File: config.mk
export PLATFORM = sky130hd
export DESIGN_NAME = imm_extend_pipe
export DESIGN_NICKNAME = d
export VERILOG_FILES = /design/src/rtl/imm_ext_pkg.sv /design/src/rtl/imm_ext_skid.sv /design/src/rtl/imm_extend_pipe.sv
export SDC_FILE = /design/constraint.sdc
export NUM_CORES = 1
export LEC_CHECK = 0
export CORE_MARGIN = 3
export CORE_UTILIZATION = 55
export CTS_BUF_LIST = sky130_fd_sc_hd__clkbuf_2 sky130_fd_sc_hd__clkbuf_4 sky130_fd_sc_hd__clkbuf_8
export DETAILED_ROUTE_END_ITERATION = 7
export PLACE_DENSITY = 0.83
export SLEW_MARGIN = 20
export SYNTH_ARGS = -nofsm -noshare
export SYNTH_HDL_FRONTEND = slang
export SYNTH_SLANG_ARGS = --single-unit
File: constraint.sdc
create_clock -name clk -period 2.95 [get_ports clk]
set_input_delay 0.59 -clock clk [delete_from_list [all_inputs] [get_ports clk]]
set_output_delay 0.59 -clock clk [all_outputs]
set_load 0.02 [all_outputs]
File: src/rtl/imm_ext_pkg.sv
// Shared definitions for the immediate-extension pipe: mode encoding and default widths.
package imm_ext_pkg;

    localparam int IMM_IN_W_DEF  = 16;
    localparam int IMM_OUT_W_DEF = 32;

    typedef enum logic [1:0] {
        SEXT  = 2'd0,
        ZEXT  = 2'd1,
        UPPER = 2'd2,
        BRSH  = 2'd3
    } imm_mode_t;

endpackage

File: src/rtl/imm_ext_skid.sv
// Two-entry output buffer (main register + one skid entry).
// in_ready depends only on local state, so out_ready never reaches it combinationally.
module imm_ext_skid #(
    parameter int WIDTH = 33
) (
    input  logic             clk,
    input  logic             rst,
    input  logic             in_valid,
    output logic             in_ready,
    input  logic [WIDTH-1:0] in_data,
    output logic             out_valid,
    input  logic             out_ready,
    output logic [WIDTH-1:0] out_data
);

    logic             r_main_valid;
    logic             r_skid_valid;
    logic [WIDTH-1:0] r_main_data;
    logic [WIDTH-1:0] r_skid_data;
    logic             w_accept;
    logic             w_drain;

    assign in_ready  = !r_skid_valid;
    assign out_valid = r_main_valid;
    assign out_data  = r_main_data;

    assign w_accept = in_valid && !r_skid_valid;
    assign w_drain  = r_main_valid && out_ready;

    always_ff @(posedge clk or posedge rst) begin
        if (rst) begin
            r_main_valid <= 1'b0;
            r_skid_valid <= 1'b0;
            r_main_data  <= '0;
            r_skid_data  <= '0;
        end else begin
            // The skid entry is only ever occupied while the main register is full.
            if (r_skid_valid) begin
                if (out_ready) begin
                    r_main_data  <= r_skid_data;
                    r_skid_valid <= 1'b0;
                end
            end else if (w_accept) begin
                if (!r_main_valid || out_ready) begin
                    r_main_data  <= in_data;
                    r_main_valid <= 1'b1;
                end else begin
                    r_skid_data  <= in_data;
                    r_skid_valid <= 1'b1;
                end
            end else if (w_drain) begin
                r_main_valid <= 1'b0;
            end
        end
    end

endmodule

File: src/rtl/imm_extend_pipe.sv
// Immediate extender (SEXT/ZEXT/UPPER/BRSH) followed by a registered 2-entry skid buffer.
// Define IMM_EXTEND_PIPE_BRSH_EN to enable mode 3 (BRSH); otherwise mode 3 is flagged illegal.
module imm_extend_pipe
    import imm_ext_pkg::*;
#(
    parameter int IN_W  = IMM_IN_W_DEF,
    parameter int OUT_W = IMM_OUT_W_DEF
) (
    input  logic             clk,
    input  logic             rst,
    input  logic             in_valid,
    output logic             in_ready,
    input  logic [IN_W-1:0]  in_imm,
    input  logic [1:0]       in_mode,
    output logic             out_valid,
    input  logic             out_ready,
    output logic [OUT_W-1:0] out_imm,
    output logic             out_err
);

    localparam int EXT_W = OUT_W - IN_W;

    generate
        if (OUT_W < IN_W + 2) begin : g_width_check
            $error("imm_extend_pipe: OUT_W must be at least IN_W+2");
        end
    endgenerate

    logic [OUT_W-1:0] w_sext;
    logic [OUT_W-1:0] w_zext;
    logic [OUT_W-1:0] w_upper;
    logic [OUT_W-1:0] w_ext_imm;
    logic             w_ext_err;
    logic [OUT_W:0]   w_skid_out;

    assign w_sext  = {{EXT_W{in_imm[IN_W-1]}}, in_imm};
    assign w_zext  = {{EXT_W{1'b0}}, in_imm};
    assign w_upper = {in_imm, {EXT_W{1'b0}}};

`ifdef IMM_EXTEND_PIPE_BRSH_EN
    logic [OUT_W-1:0] w_brsh;
    assign w_brsh = {w_sext[OUT_W-3:0], 2'b00};
`endif

    always_comb begin
        w_ext_imm = '0;
        w_ext_err = 1'b0;
        case (imm_mode_t'(in_mode))
            SEXT:  w_ext_imm = w_sext;
            ZEXT:  w_ext_imm = w_zext;
            UPPER: w_ext_imm = w_upper;
`ifdef IMM_EXTEND_PIPE_BRSH_EN
            BRSH:  w_ext_imm = w_brsh;
`else
            BRSH:  w_ext_err = 1'b1;
`endif
            default: w_ext_err = 1'b1;
        endcase
    end

    imm_ext_skid #(
        .WIDTH (OUT_W + 1)
    ) u_skid (
        .clk       (clk),
        .rst       (rst),
        .in_valid  (in_valid),
        .in_ready  (in_ready),
        .in_data   ({w_ext_err, w_ext_imm}),
        .out_valid (out_valid),
        .out_ready (out_ready),
        .out_data  (w_skid_out)
    );

    assign out_err = w_skid_out[OUT_W];
    assign out_imm = w_skid_out[OUT_W-1:0];

endmodule

==> flow_metrics.tcl, run 1 <==
set metrics [dict create \
    synth.distinct_cells 24 \
    clk_pin_slew_ns 0.07 \
    cts_tree "done" \
    vias 2397 \
    die_h_um 83.2 \
    pwr-share-seq_pct 42.1 \
    grt_pass1_wl_mm 11.9 \
    cts_buffers 9 \
    postRouteAntennaNets 0 \
    setup_viol 0 \
    comb_power_share_pct 32.3 \
    finalHoldViolCount 0 \
    worstMarginPinSlew_ns 0.670 \
    internal_power_mw 2.16 \
    start_util_pct 58.2 \
    swShare_pct 31.0 \
    synth.avg_cell_area_sq_um 10.8 \
    final.setup.tns_ns 0 \
    mostFrequentLayoutCell "dfrtp_1" \
    antenna_found_initial 0 \
    grt_pass1_vias 2369 \
    worstPathRequired_ns 3.15 \
    synth_area_sq_um 3280 \
    ys_ff_latch 68 \
    switching_power_mw 0.972 \
    p_clk_share_pct 25.6 \
    grt_overflow 0 \
    area_delta_synth_final_pct 23.7 \
    clk_path_buf_depth 2 \
    first_pass_iters 4 \
    post_drt_wl_per_cell_um 16.4 \
    whs_ns 0.482 \
    avgViaCountPerCell 5.61 \
    ios 57 \
    fin_crit_sh_pct 72.9 \
    arrival_ns 2.35 \
    finalWorstSetupSlack_ns 0.801 \
    numClockSinks 68 \
    cts_resized 0 \
    maxCapViolCount 0 \
    fin_skew_ns 0.00843 \
    fin_area_sq_um 4060 \
    maxSlewViolCount 0 \
    drt-total-wl_mm 7.01 \
    synth_cells 305 \
    antenna_cells 0 \
    criticalPathCategory "in -> reg" \
    place_congestion 0.777 \
    clk_latency_ns 0.33 \
    finish.utilization_pct 72.0 \
    die_area_sq_um 6930 \
    dpl_worst_slack_ns 0.469 \
    crit_fanout 26 \
    nFillCells 420 \
    fp.coreArea_sq_um 5640 \
    layout-drive-gt1-share_pct 11.8 \
    ys_warn_count 0 \
    port_buffers 56 \
    max_freq_mhz 465 \
    ctsHtreeMaxLevel 3 \
    end_kind "register" \
    post_cts_buffers 0 \
    fp.dieW_um 83.2 \
    cts-root-buf "clkbuf_8" \
    ys_seq_area_share_pct 51.8 \
    grtUsageTotal_pct 21.4 \
    remaining_drc_errors 0 \
    mostFrequentLayoutCells "dfrtp_1, clkdlybuf4s50_1, nand2_1" \
    hold_buffers 0 \
    rsz0062_at_grt "false" \
    postSynthNetCount 327 \
    fin_crit_ns 2.15 \
    powerDensity_nw_per_um2 772 \
    timing.critical_path.from_type "input pin" \
    status "complete, no violations" \
    grt_max_degree 63 \
    rows 27 \
    hold_path.class "reg -> reg" \
    post_dp_cell_area_sq_um 3850 \
    vdd_drop_max_v 0.000467 \
    dp_hpwl_mm 4.76 \
    initialDrtViolationCount 173 \
    slew_headroom_pct 55.3 \
    final_net_count 373 \
    leakagePower_nw 1.77 \
]
## layout make-up
cell class              instances  area [sq um]  area share [%]
flip-flops and latches         68          1700            41.9
well taps                      72          90.1            2.22
multi-input cells             206          1410            34.6
repair buffers                 64           646            15.9
clock inverters                 1          30.0           0.740
inverters                       2          7.51           0.185
clock buffers                  14           180            4.44
## per-stage QoR
step / std cells / power [mW]
after CTS: 427 / 3.16
after global placement: 412 / 2.32
after floorplan: 305 / 1.94
after detailed placement: 412 / 2.35
final: 427 / 3.13
after global routing: 427 / 3.31
## cell usage after synthesis (all sizes together)
master	instances	area share [%]
dfrtp	68	52
nand2	53	6.1
o21ai	37	5.6
buf	18	4.0
mux2	18	7.9
nand2b	17	3.2
nor2b	16	3.1
o21a	16	3.7
mux2i	15	4.6
o221ai	15	4.0
o31ai	15	3.4
clkbuf	11	1.3
inv	2	0.23
a21o	1	0.23
nand4bb	1	0.34
o21bai	1	0.34
or2	1	0.19
## registers in the layout, summed over array words and instances (netlist names)
| name | count |
|---|---|
| u_skid.out_data | 33 |
| u_skid.out_valid | 1 |
| u_skid.r_skid_data | 33 |
| u_skid.r_skid_valid | 1 |
## routing by layer
| metal | routed length (um) | vias up | track usage, % |
|---|---|---|---|
| li1 | - | 1162 | - |
| met5 | 0 | - | 0 |
| met3 | 321 | 8 | 4.56 |
| met1 | 3190 | 1161 | 29.7 |
| met4 | 86 | 0 | 7.73 |
| met2 | 3410 | 66 | 33.4 |
## cell families after synthesis
| family | Yosys count | synth area share, % |
|---|---|---|
| and+or+nand+nor | 88 | 12.9 |
| AOI/OAI and AO/OA | 85 | 17.3 |
| DFF | 68 | 51.8 |
| muxes | 33 | 12.5 |
| buffers and inverters | 31 | 5.49 |
## power by group through the flow
stage | Clock (mW) | Combinational (mW) | Sequential (mW)
2_1_floorplan | 0 | 0.472 | 1.47
3_3_place_gp | 0 | 0.990 | 1.33
3_5_place_dp | 0 | 1.02 | 1.33
4_1_cts | 0.816 | 1.02 | 1.32
5_1_grt | 0.862 | 1.10 | 1.35
6_report | 0.802 | 1.01 | 1.32
## path summary, 6_finish.rpt
path	slack (ns)	depth (start not counted)	start	end
setup / recovery	0.80	5	out_ready	u_skid.out_data[32]
hold / removal	0.48	2	u_skid.r_skid_data[21]	u_skid.r_skid_data[21]
max in group asynchronous	1.63	3	rst	u_skid.r_skid_valid
setup reg to reg	0.94	4	u_skid.r_skid_valid	u_skid.out_data[32]
min in group asynchronous	0.68	2	rst	u_skid.out_data[12]
hold reg to reg	0.48	2	u_skid.r_skid_data[21]	u_skid.r_skid_data[21]
## critical path, cell delays in order
cell	delay (ns)
clkdlybuf4s50_1	0.50
o21bai_2	0.31
o21a_1	0.21
buf_4	0.37
mux2_1	0.37
Power figures use the tool's default switching activity.
==> run 2, diff against run 1 <==
Settings changed: CORE_UTILIZATION 55 to 49, PLACE_DENSITY 0.83 to 0.78.
Clock period 2.95 ns to 1.9 ns, I/O delays scaled along.
==> flow_metrics.tcl, run 2 (synthesis results as in run 1) <==
set metrics [dict create \
    crit_chain "clkdlybuf4s50_1" \
    cts_tree "done" \
    fp.dieW_um 87.8 \
    avgViaCountPerCell 5.41 \
    leakagePower_nw 1.81 \
    mostFrequentLayoutCell "dfrtp_1" \
    crit_fanout 4 \
    finalHoldViolCount 0 \
    start_util_pct 51.1 \
    fin_crit_sh_pct 92.4 \
    final.setup.tns_ns 0 \
    critPathMaxStageDelay_ns 0.63 \
    clk_latency_ns 0.33 \
    dpl_worst_slack_ns 0.0182 \
    post_drt_wl_per_cell_um 15.6 \
    remaining_drc_errors 0 \
    rr_startpoint "u_skid.r_skid_valid" \
    grt_max_degree 69 \
    initialDrtViolationCount 106 \
    dp_hpwl_mm 4.59 \
    end_kind "output pin" \
    worstPathRequired_ns 1.52 \
    status "complete, no violations" \
    vias 2371 \
    cp_num_buf_inv 1 \
    final_net_count 378 \
    crit_path_start "u_skid.out_valid" \
    hold_path.class "in -> async" \
    first_pass_iters 4 \
    slowest_stage "clkdlybuf4s50_1" \
    area_delta_synth_final_pct 26.1 \
    ios 57 \
    place_congestion 0.767 \
    powerDensity_nw_per_um2 1170 \
    fp.coreArea_sq_um 6420 \
    slew_headroom_pct 65.6 \
    rows 29 \
    ctsHtreeMaxLevel 3 \
    dp.cells 422 \
    die_h_um 87.8 \
    layout-drive-gt1-share_pct 13.3 \
    antenna_cells 0 \
    worstMarginPinSlew_ns 0.517 \
    vdd_drop_max_v 0.000687 \
    max_freq_mhz 570 \
    maxSlewViolCount 0 \
    nFillCells 496 \
    grt_pass1_wl_mm 11.5 \
    setup_viol 0 \
    instances_no_fill 438 \
    maxCapViolCount 0 \
    die_area_sq_um 7720 \
    fin_skew_ns 0.00854 \
    hold_buffers 0 \
    postRouteAntennaNets 0 \
    grtUsageTotal_pct 19.4 \
    cts_buffers 9 \
    drt-total-wl_mm 6.84 \
    rsz0062_at_grt "false" \
    timing.critical_path.from_type "register" \
    grt_pass1_vias 2332 \
    mostFrequentLayoutCells "dfrtp_1, clkdlybuf4s50_1, nand2_1" \
    cpLargestDelayFamily "buffers and inverters" \
    clk_pin_slew_ns 0.07 \
    clk_path_buf_depth 2 \
    p_total_mw 4.85 \
    cts-root-buf "clkbuf_8" \
    antenna_found_initial 0 \
    numClockSinks 68 \
    arrival_ns 1.38 \
    port_buffers 56 \
    whs_ns 0.477 \
    criticalPathCategory "reg -> out" \
    finalWorstSetupSlack_ns 0.145 \
    fin_crit_ns 1.76 \
    grt_overflow 0 \
]
-- run 2: cell type report --
cell class                      instances  area (sq um)  share of cell area, %
Timing Repair Buffer                   69           723                   17.5
Clock inverter                          4          48.8                   1.18
Sequential cell                        68          1700                   41.1
Multi-Input combinational cell        206          1410                   33.9
Tap cell                               77          96.3                   2.33
Inverter                                2          11.3                  0.272
Clock buffer                           12           153                   3.69
-- run 2: power by group --
part           total, mW  internal [mW]  switching, mW
sequential          2.05           1.83          0.219
combinational       1.60          0.821          0.780
clock               1.20          0.670          0.529
total               4.85           3.32           1.53
-- run 2: repair_timing --
action	4_1_cts	5_1_grt
buffers inserted	0	0
resized for setup	0	1
endpoints found under the setup margin	0	1
-- run 2: final timing paths --
check,end,slack (ns),cells past startpoint
worst max-delay path,out_valid,0.14,1
worst min-delay path,u_skid.r_skid_data[13],0.48,3
worst max register to register,u_skid.out_data[18],0.23,4
worst min register to register,u_skid.r_skid_data[30],0.49,2
max in group asynchronous,u_skid.out_data[9],1.12,3
min in group clk,u_skid.r_skid_data[30],0.49,2
-- run 2: layer usage --
metal	vias to the layer above	GRT usage (%)	routed length (um)
met5	-	0	0
met4	0	6.69	87
met3	9	4.23	284
met2	59	30.0	3370
met1	1122	27.3	3110
li1	1181	-	-
-- run 2: per-stage QoR --
step                      util [%]  area (sq um)
after global routing          64.4          4140
after floorplan                  -          3290
after global placement        61.3          3940
final                         64.4          4140
after detailed placement      61.3          3940
after CTS                     64.4          4140
